[src/rtl/bictr_dcnto_mode.sv]
// Up/down counter with dynamic count-to compare and selectable terminal action
// (free-run, auto-reload, one-shot halt, ping-pong between data and count_to).
//
// Ports:
//   clk       rising-edge clock
//   reset     asynchronous reset, active-high
//   data      load value; lower endpoint in ping-pong mode
//   count_to  dynamic terminal compare value
//   up_dn     1 = up, 0 = down
//   load      synchronous load, active-low (beats cen)
//   cen       count enable
//   mode      00 free-run, 01 auto-reload, 10 one-shot, 11 ping-pong
//   clr_evt   synchronous clear of flag and evt_cnt
//   count     registered count
//   tercnt    combinational count == count_to
//   ter_pulse registered one-cycle pulse one clock after a hit
//   flag      sticky hit flag
//   evt_cnt   saturating hit counter
//   dir       effective direction (1 = up)
//   halted    one-shot halted
module bictr_dcnto_mode #(
  parameter int WIDTH = 13,
  parameter int EVT_WIDTH = 8,
  parameter logic [WIDTH-1:0] RST_VAL = '0
) (
  input  logic                 clk,
  input  logic                 reset,
  input  logic [WIDTH-1:0]     data,
  input  logic [WIDTH-1:0]     count_to,
  input  logic                 up_dn,
  input  logic                 load,
  input  logic                 cen,
  input  logic [1:0]           mode,
  input  logic                 clr_evt,
  output logic [WIDTH-1:0]     count,
  output logic                 tercnt,
  output logic                 ter_pulse,
  output logic                 flag,
  output logic [EVT_WIDTH-1:0] evt_cnt,
  output logic                 dir,
  output logic                 halted
);

  localparam logic [WIDTH-1:0]     ONE  = {{(WIDTH-1){1'b0}}, 1'b1};
  localparam logic [EVT_WIDTH-1:0] EONE = {{(EVT_WIDTH-1){1'b0}}, 1'b1};
  localparam logic [EVT_WIDTH-1:0] EMAX = '1;

  typedef enum logic {
    RUN  = 1'b0,
    HALT = 1'b1
  } st_e;

  st_e state_q, state_d;

  logic [WIDTH-1:0]     count_q, count_d;
  logic                 dir_q, dir_d;
  logic                 dir0_q, dir0_d;
  logic                 pulse_q;
  logic                 flag_q, flag_d;
  logic [EVT_WIDTH-1:0] evt_q, evt_d;
  logic                 halt_s;
  logic                 hit;

  function automatic logic [WIDTH-1:0] step(
    input logic [WIDTH-1:0] x,
    input logic             up
  );
    return up ? x + ONE : x - ONE;
  endfunction

  assign tercnt = (count_q == count_to);
  assign hit    = load & cen & ~halt_s & tercnt;

  // One-shot FSM: state register
  always_ff @(posedge clk or posedge reset) begin
    if (reset) state_q <= RUN;
    else       state_q <= state_d;
  end

  // One-shot FSM: next state
  always_comb begin
    state_d = state_q;
    if (!load) begin
      state_d = RUN;
    end else if (cen) begin
      unique case (state_q)
        RUN:  if (mode == 2'b10 && tercnt) state_d = HALT;
        HALT: if (mode != 2'b10) state_d = RUN;
      endcase
    end
  end

  // One-shot FSM: outputs
  always_comb begin
    halt_s = (state_q == HALT);
  end

  // Count / direction datapath
  always_comb begin
    count_d = count_q;
    dir_d   = dir_q;
    // dir0 tracks up_dn outside ping-pong so entering it
    // without a load starts in the last requested direction.
    dir0_d  = (mode != 2'b11) ? up_dn : dir0_q;
    if (!load) begin
      count_d = data;
      dir_d   = up_dn;
      dir0_d  = up_dn;
    end else if (cen && !halt_s) begin
      unique case (mode)
        2'b00: begin
          count_d = step(count_q, up_dn);
          dir_d   = up_dn;
        end
        2'b01: begin
          count_d = hit ? data : step(count_q, up_dn);
          dir_d   = up_dn;
        end
        2'b10: begin
          count_d = hit ? count_q : step(count_q, up_dn);
          dir_d   = up_dn;
        end
        2'b11: begin
          // count_to turn-around wins when data == count_to
          if (tercnt) begin
            dir_d   = ~dir0_q;
            count_d = step(count_q, ~dir0_q);
          end else if (count_q == data && dir_q != dir0_q) begin
            dir_d   = dir0_q;
            count_d = step(count_q, dir0_q);
          end else begin
            count_d = step(count_q, dir_q);
          end
        end
      endcase
    end
  end

  // Event bookkeeping: a hit beats clr_evt
  always_comb begin
    flag_d = hit | (flag_q & ~clr_evt);
    evt_d  = evt_q;
    if (clr_evt)
      evt_d = hit ? EONE : '0;
    else if (hit && evt_q != EMAX)
      evt_d = evt_q + EONE;
  end

  always_ff @(posedge clk or posedge reset) begin
    if (reset) begin
      count_q <= RST_VAL;
      dir_q   <= 1'b1;
      dir0_q  <= 1'b1;
      pulse_q <= 1'b0;
      flag_q  <= 1'b0;
      evt_q   <= '0;
    end else begin
      count_q <= count_d;
      dir_q   <= dir_d;
      dir0_q  <= dir0_d;
      pulse_q <= hit;
      flag_q  <= flag_d;
      evt_q   <= evt_d;
    end
  end

  assign count     = count_q;
  assign ter_pulse = pulse_q;
  assign flag      = flag_q;
  assign evt_cnt   = evt_q;
  assign dir       = dir_q;
  assign halted    = halt_s;

endmodule

[config.mk]
export PLATFORM = sky130hd
export DESIGN_NAME = bictr_dcnto_mode
export DESIGN_NICKNAME = d
export VERILOG_FILES = /design/src/rtl/bictr_dcnto_mode.sv
export SDC_FILE = /design/constraint.sdc
export NUM_CORES = 1
export LEC_CHECK = 0
export ABC_AREA = 1
export CORE_MARGIN = 3
export CORE_UTILIZATION = 42
export DETAILED_ROUTE_END_ITERATION = 10
export SYNTH_ARGS = -nofsm -noshare
export SYNTH_HDL_FRONTEND = slang
export SYNTH_SLANG_ARGS = --single-unit
[constraint.sdc]
create_clock -name clk -period 5.35 [get_ports clk]
set_clock_uncertainty 0.2 [all_clocks]
set_input_delay 1.07 -clock clk [delete_from_list [all_inputs] [get_ports clk]]
set_output_delay 1.07 -clock clk [all_outputs]
set_load 0.05 [all_outputs]
* Yosys cells after proc, flatten, opt, wreduce, memory -nomap -nowiden
Index checks and enable logic that the tools add are counted.
** Word-level totals
- Register bits :: 26
- Input port bits :: 34
- Output and inout port bits :: 26
- Logic and storage cells :: 68
** Cells by class
- Add/sub/neg operators :: 3
- Equal/unequal tests :: 14
- Muxes and demuxes :: 26
- Bitwise gates (word level) :: 8
- Reduce and logical (&&, ||, !) cells :: 10
** Operator list (count)
- $mux 13 :: 10
- $pmux 13 s4 :: 1
- $eq 13x13->1 :: 2
- $mux 8 :: 2
- $add 13x1->13 const B :: 1
- $sub 13x1->13 const B :: 1
- $mux 1 :: 11
- $add 8x1->8 const B :: 1
- $ne 8x8->1 const B :: 1
- $ne 2x1->1 const B :: 3
- $and 1x1->1 :: 4
- $eq 2x2->1 const B :: 2
- $logic_and 1x1->1 :: 4
- $ne 2x2->1 const B :: 2
- $ne 4x4->1 const B :: 1
- $pmux 1 s2 :: 2
- $reduce_and 2->1 :: 2
- $ne 3x3->1 const B :: 1
- $not 1->1 :: 3
- $reduce_or 3->1 :: 1
- $eq 2x1->1 const B :: 1
- $logic_not 2->1 :: 1
- $reduce_bool 2->1 :: 1
- $logic_not 1->1 :: 1
- other kinds (2) :: 2

* Depth between registers and ports, before layout
Gate-level depths: netlist of run 1.
- Depth in word-level cells :: 7
- Gate-level depth with buffers :: 16
- Gate-level depth less buffers :: 15

* Worst setup path after synthesis of run 1
Ideal clock, no wire load.
- Path type :: input -> output
- Start point :: in count_to[5]
- End point :: out tercnt
- Data arrival time :: 1753 ps
- Data required time :: 4080 ps
- Path slack :: 2327 ps
- Stages on the path :: 5
- Path buffers :: 1
- Cell sequence :: xor2_1 -> nor2_1 -> nand3_1 -> nor2_2 -> buf_4
** On the way
- Word-level cells in the longest chain between the ends :: 1
** Ends and longest elaborated chain
- start: declaration :: line 29 : input logic [WIDTH-1:0] count_to,
- $eq 13x13->1 :: line 71 : assign tercnt = (count_q == count_to);
- end: declaration :: line 36 : output logic tercnt,
No other way between the ends.

* Worst setup path in the final report of run 1
- Start point :: in count_to[4]
- End point :: out tercnt
Same word-level chain as after synthesis.

==> impl_results.md, run 1 <==
- Synth Cell Area: 3820 um^2
- TritonRoute pass-1 iters: 5
- Initial antenna violation count: 0
- Async S/R FF share, synth: 1.00
- Finish-stage setup viols: 0
- R2R cell count: 11
- Post-synth EDFFs: 0
- Remaining Overflow, GRT: 0
- H-tree Lvls: 1
- Routed Antenna Nets: 0
- Core box area: 8760 um^2
- Nets: about 810
- Crit start category: input port
- Avg WL per Cell: 16.4 um
- Row cnt: 34
- Via-to-Cell Ratio: 5.40
- Maximum root-to-sink buffer count: 2
- Hold path start: flag$_DFF_PP0_
- Synth warnings: 0
- Hold_ws: 0.327 ns
- Cells after synthesis: about 730
- Fillers: 979
- Worst vdd ir: 140 uV
- Leading cell type in the layout, fill and taps excluded: nand2_1
- DR vias: 4760
- Placed cell area: 4410 um^2
- Mapped Nets: 770
- Minimum clock period: between 4 and 5 ns
- Number of buffers added on ports: 59
- Die width: 101 um
- Slew Viols, Final: 0
- Share of the synthesized area in the top cell type: 0.300
- LEAKAGE: 2.36 nW
- Status: finished, final reports clean
- Yosys top cell by area: nand2_1
- Io pins: 60
- Total Routing Usage GR: 0.284
- Post-cts resize count: 0
- Layout cell share with drive strength beyond 1: 0.0466
- R2R Setup Slk: 2.37 ns
- DR DRC count: 0
- Slew margin rel.: 0.486
- Total Power: 991 uW
- RR Endpoint: count[0]$_DFFE_PP0P_
- Final hold violation count: 0
- Unrepaired setup endpoints after global routing: false
- Commonest cells after routing, fill and taps aside: 305 x nand2_1, 89 x nand3_1, 85 x nor2_1, 74 x inv_1, 59 x clkdlybuf4s50_1
- PwrDens: 221 nW/um^2
- TritonCTS buffer count: 3
- Largest net degree at the start of global routing: 27
- Most used DFF post-synth: dfrtp_1
- Post-CTS Setup Inserts: 0
- Hold Path Stages: 2
- Number of max-cap violations: 0
- Hold crit path type: flip-flop to flip-flop
- #FFs+latches synth: 26
- Routed wire length: 14.4 mm
- Syn_area_per_cell: 5.21 um^2
- Crit path max fanout: 2
- Worst-Skew Late Latency: 0.29 ns
- Setup WS post-layout: 0.965 ns
- Largest cells by area after synthesis: nand2_1 30%, dfrtp_1 16%, nand3_1 12%, nor2_1 8.4%, inv_1 7.3%
- Root Buffer: clkbuf_8
- Worst-Margin Slew: 0.766 ns
- Clk sinks: 26
- Vias in the first global route: 4318
- Diode count: 0
- Area growth, synth to finish: 17.3%
- Sequential fraction of the synthesis area: 0.171
- Crit Path Class: input port to output port
- Worst Hold End: flag$_DFF_PP0_
- Crit path DAT: 3.11 ns
- Clock-pin slew on the worst setup and hold paths: 0.11 ns
- Fin crit share: 0.820
- DRT iter0 DRCs: 321
- DP Worst Slack: 1.00 ns
- Cts hold-fix bufs: 0
- Critical path required time: a little over 4 ns
- Die Outline Area: approximately 10000 um^2
- First-pass GRT wire length: between 20 and 25 mm
- Die Y-Extent: 101 um
- Distinct cells, synth: 33
- TritonCTS clock tree: built
- Crit end category: output port
- Finished Cell Area: 4480 um^2
- Post-route setup TNS: 0 ns
- Post-DP HPWL: between 10 and 15 mm
- Critical R2R Launch: count[9]$_DFFE_PP0P_
- Routability cong.: 0.969
- Initial core utilization: 0.436
- Fmax: 228 MHz
## report_power, final
group          total [mW]  internal, mW  leakage (nW)  switching (mW)
clock               0.178         0.100        0.0357          0.0779
combinational       0.525         0.180          2.00           0.345
sequential          0.288         0.214         0.330          0.0741
## per-layer routing
metal / track usage / vias up / part of all wire
met4: 0.0685 / 0 / 0.025
li1: - / 2380 / -
met1: 0.389 / 2140 / 0.43
met5: 0 / - / 0
met3: 0.0337 / 31 / 0.072
met2: 0.478 / 209 / 0.47
## final cells by class
class | instances | area (um^2) | share of cell area
multi-input combinational | 593 | 2670 | 0.596
clock buffer | 3 | 41.3 | 0.00922
timing repair buffer | 63 | 621 | 0.139
sequential | 26 | 653 | 0.146
tap | 108 | 135 | 0.0302
inverter | 87 | 327 | 0.0729
clock inverter | 1 | 30.0 | 0.00671
## critical path, cell delays in order
cell	delay, ns
clkdlybuf4s50_1	0.49
inv_1	0.04
nand2_1	0.07
o21ai_0	0.09
nor2_1	0.11
nand3_1	0.11
nor2_2	0.26
clkdlybuf4s50_1	0.87
## how the worst max path moves through the flow
stage                 from  endpoint  slack (ns)  cells past startpoint
2_1_floorplan  count_to[5]    tercnt        2.33                      5
3_3_place_gp   count_to[4]    tercnt        0.98                      8
3_5_place_dp   count_to[4]    tercnt        1.00                      8
4_1_cts        count_to[4]    tercnt        0.98                      8
5_1_grt        count_to[4]    tercnt        0.89                      8
6_report       count_to[4]    tercnt        0.97                      8
## registers in the layout (all words and copies together) (netlist names)
name       cells
flag           1
count         13
dir0_q         1
ter_pulse      1
evt_cnt        8
halted         1
dir            1
## kinds of logic (layout without fill, tap and decap cells)
logic type      Yosys count  in the layout  synth area share
simple gates            519            519             0.575
buf+inv                 114            154             0.129
compound gates           56             56            0.0806
flops                    26             26             0.171
xor+xnor                 15             15            0.0344
fa+ha+maj                 3              3           0.00983
## synthesized netlist by cell type (4+ instances only)
cell      number
dfrtp_1       24
inv_2          9
a21oi_1       14
o21ai_0       28
buf_4         11
nor2_2         5
nor3_1         4
nand2_1      305
xor2_1         7
nor2_1        85
nand3_1       89
clkbuf_1       5
inv_1         74
buf_2          8
nand4_1       17
clkinv_1       4
o21ai_1        7
xnor2_1        8
nand2_2        4
and2_1         5
## through the flow
| stage | instances | utilization |
|---|---|---|
| 2_1_floorplan | 733 | - |
| 3_3_place_gp | 877 | 0.503 |
| 3_5_place_dp | 877 | 0.503 |
| 4_1_cts | 881 | 0.511 |
| 5_1_grt | 881 | 0.511 |
| 6_report | 881 | 0.511 |
(Power assumes the default switching activity.)
==> run 2, diff against run 1 <==
PLACE_DENSITY = 0.67   (was default)
clock period = 3.6 ns   (was 5.35 ns; I/O delays follow)
==> run 2 against run 1 <==
  * Wire length grew 3.2%
  * Global-route usage rose by 0.61 points
  * First-iteration DRC count up 20%
  * Largest cell class unchanged
==> impl_results.md, run 2 (synthesized netlist as in run 1, its figures left out) <==
- Remaining Overflow, GRT: 0
- Slew margin rel.: 0.525
- LEAKAGE: about 2.4 nW
- PwrDens: roughly 330 nW/um^2
- Die width: 101 um
- Die Y-Extent: 101 um
- Commonest cells after routing, fill and taps aside: 305 x nand2_1, 89 x nand3_1, 85 x nor2_1, 74 x inv_1, 58 x clkdlybuf4s50_1
- Post-CTS Setup Inserts: 0
- Worst-Margin Slew: 0.713 ns
- Minimum clock period: between 3 and 4 ns
- Fin crit share: 0.888
- Placed cell area: roughly 4500 um^2
- DP Worst Slack: 0.409 ns
- Setup WS post-layout: 0.402 ns
- Total placed cells including tap cells: 892
- Final hold violation count: 0
- Clock-pin slew on the worst setup and hold paths: 0.12 ns
- Post-cts resize count: 0
- Root Buffer: clkbuf_8
- Number of max-cap violations: 0
- Total Routing Usage GR: 0.291
- TritonRoute pass-1 iters: 5
- Clk sinks: 26
- Fin cells: 896
- Diode count: 0
- First-pass GRT wire length: 23.2 mm
- Layout cell share with drive strength beyond 1: 0.0660
- Max reg flops: 13
- Post-route setup TNS: 0 ns
- Fillers: 950
- Fmax: 313 MHz
- Via-to-Cell Ratio: 5.48
- Initial antenna violation count: 0
- Vias in the first global route: 4373
- Initial core utilization: 0.436
- Nets: 826
- Largest net degree at the start of global routing: 27
- DR vias: between 4000 and 5000
- Worst-Skew Late Latency: 0.30 ns
- DR DRC count: 0
- Die Outline Area: 10300 um^2
- Cts hold-fix bufs: 0
- Row cnt: 34
- Crit start category: input port
- Critical path required time: 2.68 ns
- Maximum root-to-sink buffer count: 2
- Number of buffers added on ports: 59
- Hold crit path type: flip-flop to flip-flop
- Finish-stage setup viols: 0
- Leading cell type in the layout, fill and taps excluded: nand2_1
- Io pins: 60
- Status: finished, final reports clean
- Core box area: 8760 um^2
- Unrepaired setup endpoints after global routing: false
- Worst vdd ir: 151 uV
- DRT iter0 DRCs: 385
- Avg WL per Cell: 16.6 um
- TritonCTS clock tree: built
- Area growth, synth to finish: 20.5%
- Slew Viols, Final: 0
- Crit path max fanout: 5
- H-tree Lvls: 1
- Crit end category: output port
- Finished Cell Area: about 4600 um^2
- Routed Antenna Nets: 0
- Routed wire length: 14.9 mm
- Routability cong.: 1.02
- Crit Path Class: input port to output port
- TritonCTS buffer count: 3
- Crit path DAT: 2.28 ns
- Post-DP HPWL: 11.5 mm
run 2: cell count changes in the layout (fill, tap and decap cells not counted):
cell	delta
buf_4	+15
buf_12	+1
clkdlybuf4s50_1	-1
run 2: final timing paths:
kind | from | to | slack (ns) | depth (start not counted)
worst max-delay path | count_to[9] | tercnt | 0.40 | 8
min in group asynchronous | reset | evt_cnt[0]$_DFFE_PP0P_ | 0.59 | 3
max in group asynchronous | reset | dir0_q$_DFFE_PP1P_ | 2.28 | 3
worst max register to register | count[6]$_DFFE_PP0P_ | count[8]$_DFFE_PP0P_ | 0.78 | 12
worst min-delay path | flag$_DFF_PP0_ | flag$_DFF_PP0_ | 0.33 | 2
worst min register to register | flag$_DFF_PP0_ | flag$_DFF_PP0_ | 0.33 | 2
run 2: critical path, cell delays in order:
cell,delay [ns]
clkdlybuf4s50_1,0.49
inv_1,0.04
nand2_1,0.05
nand2_1,0.09
a21oi_1,0.17
nand3_1,0.12
nor2_2,0.40
buf_12,0.20
run 2: routing by layer:
metal / GRT usage / vias up / share of wire / wire [um]
met1: 0.408 / 2210 / 0.43 / 6400
li1: - / 2411 / - / -
met2: 0.464 / 250 / 0.46 / 6800
met5: 0 / - / 0 / 0
met3: 0.0337 / 36 / 0.088 / 1310
met4: 0.0930 / 0 / 0.026 / 381
run 2: power breakdown:
part / leakage [nW] / internal (mW) / switching (mW) / total, mW
Combinational: 2.07 / 0.280 / 0.551 / 0.831
Sequential: 0.330 / 0.318 / 0.0899 / 0.407
Clock: 0.0357 / 0.150 / 0.121 / 0.270
run 2: metrics by stage:
| step | hold slack, ns | utilization | power [mW] |
|---|---|---|---|
| floorplan | 0.559 | - | 0.969 |
| global placement | 0.290 | 0.517 | 1.22 |
| detailed placement | 0.300 | 0.517 | 1.22 |
| CTS | 0.329 | 0.525 | 1.50 |
| global route | 0.364 | 0.525 | 1.62 |
| finish | 0.328 | 0.525 | 1.51 |
run 2: cell type report:
cell class | instances | area (um^2) | share of cell area
repair buffers | 78 | 743 | 0.162
clock buffers | 3 | 41.3 | 0.00898
well taps | 108 | 135 | 0.0294
multi-input cells | 593 | 2670 | 0.581
clock inverters | 1 | 30.0 | 0.00653
inverters | 87 | 327 | 0.0710
flip-flops and latches | 26 | 653 | 0.142
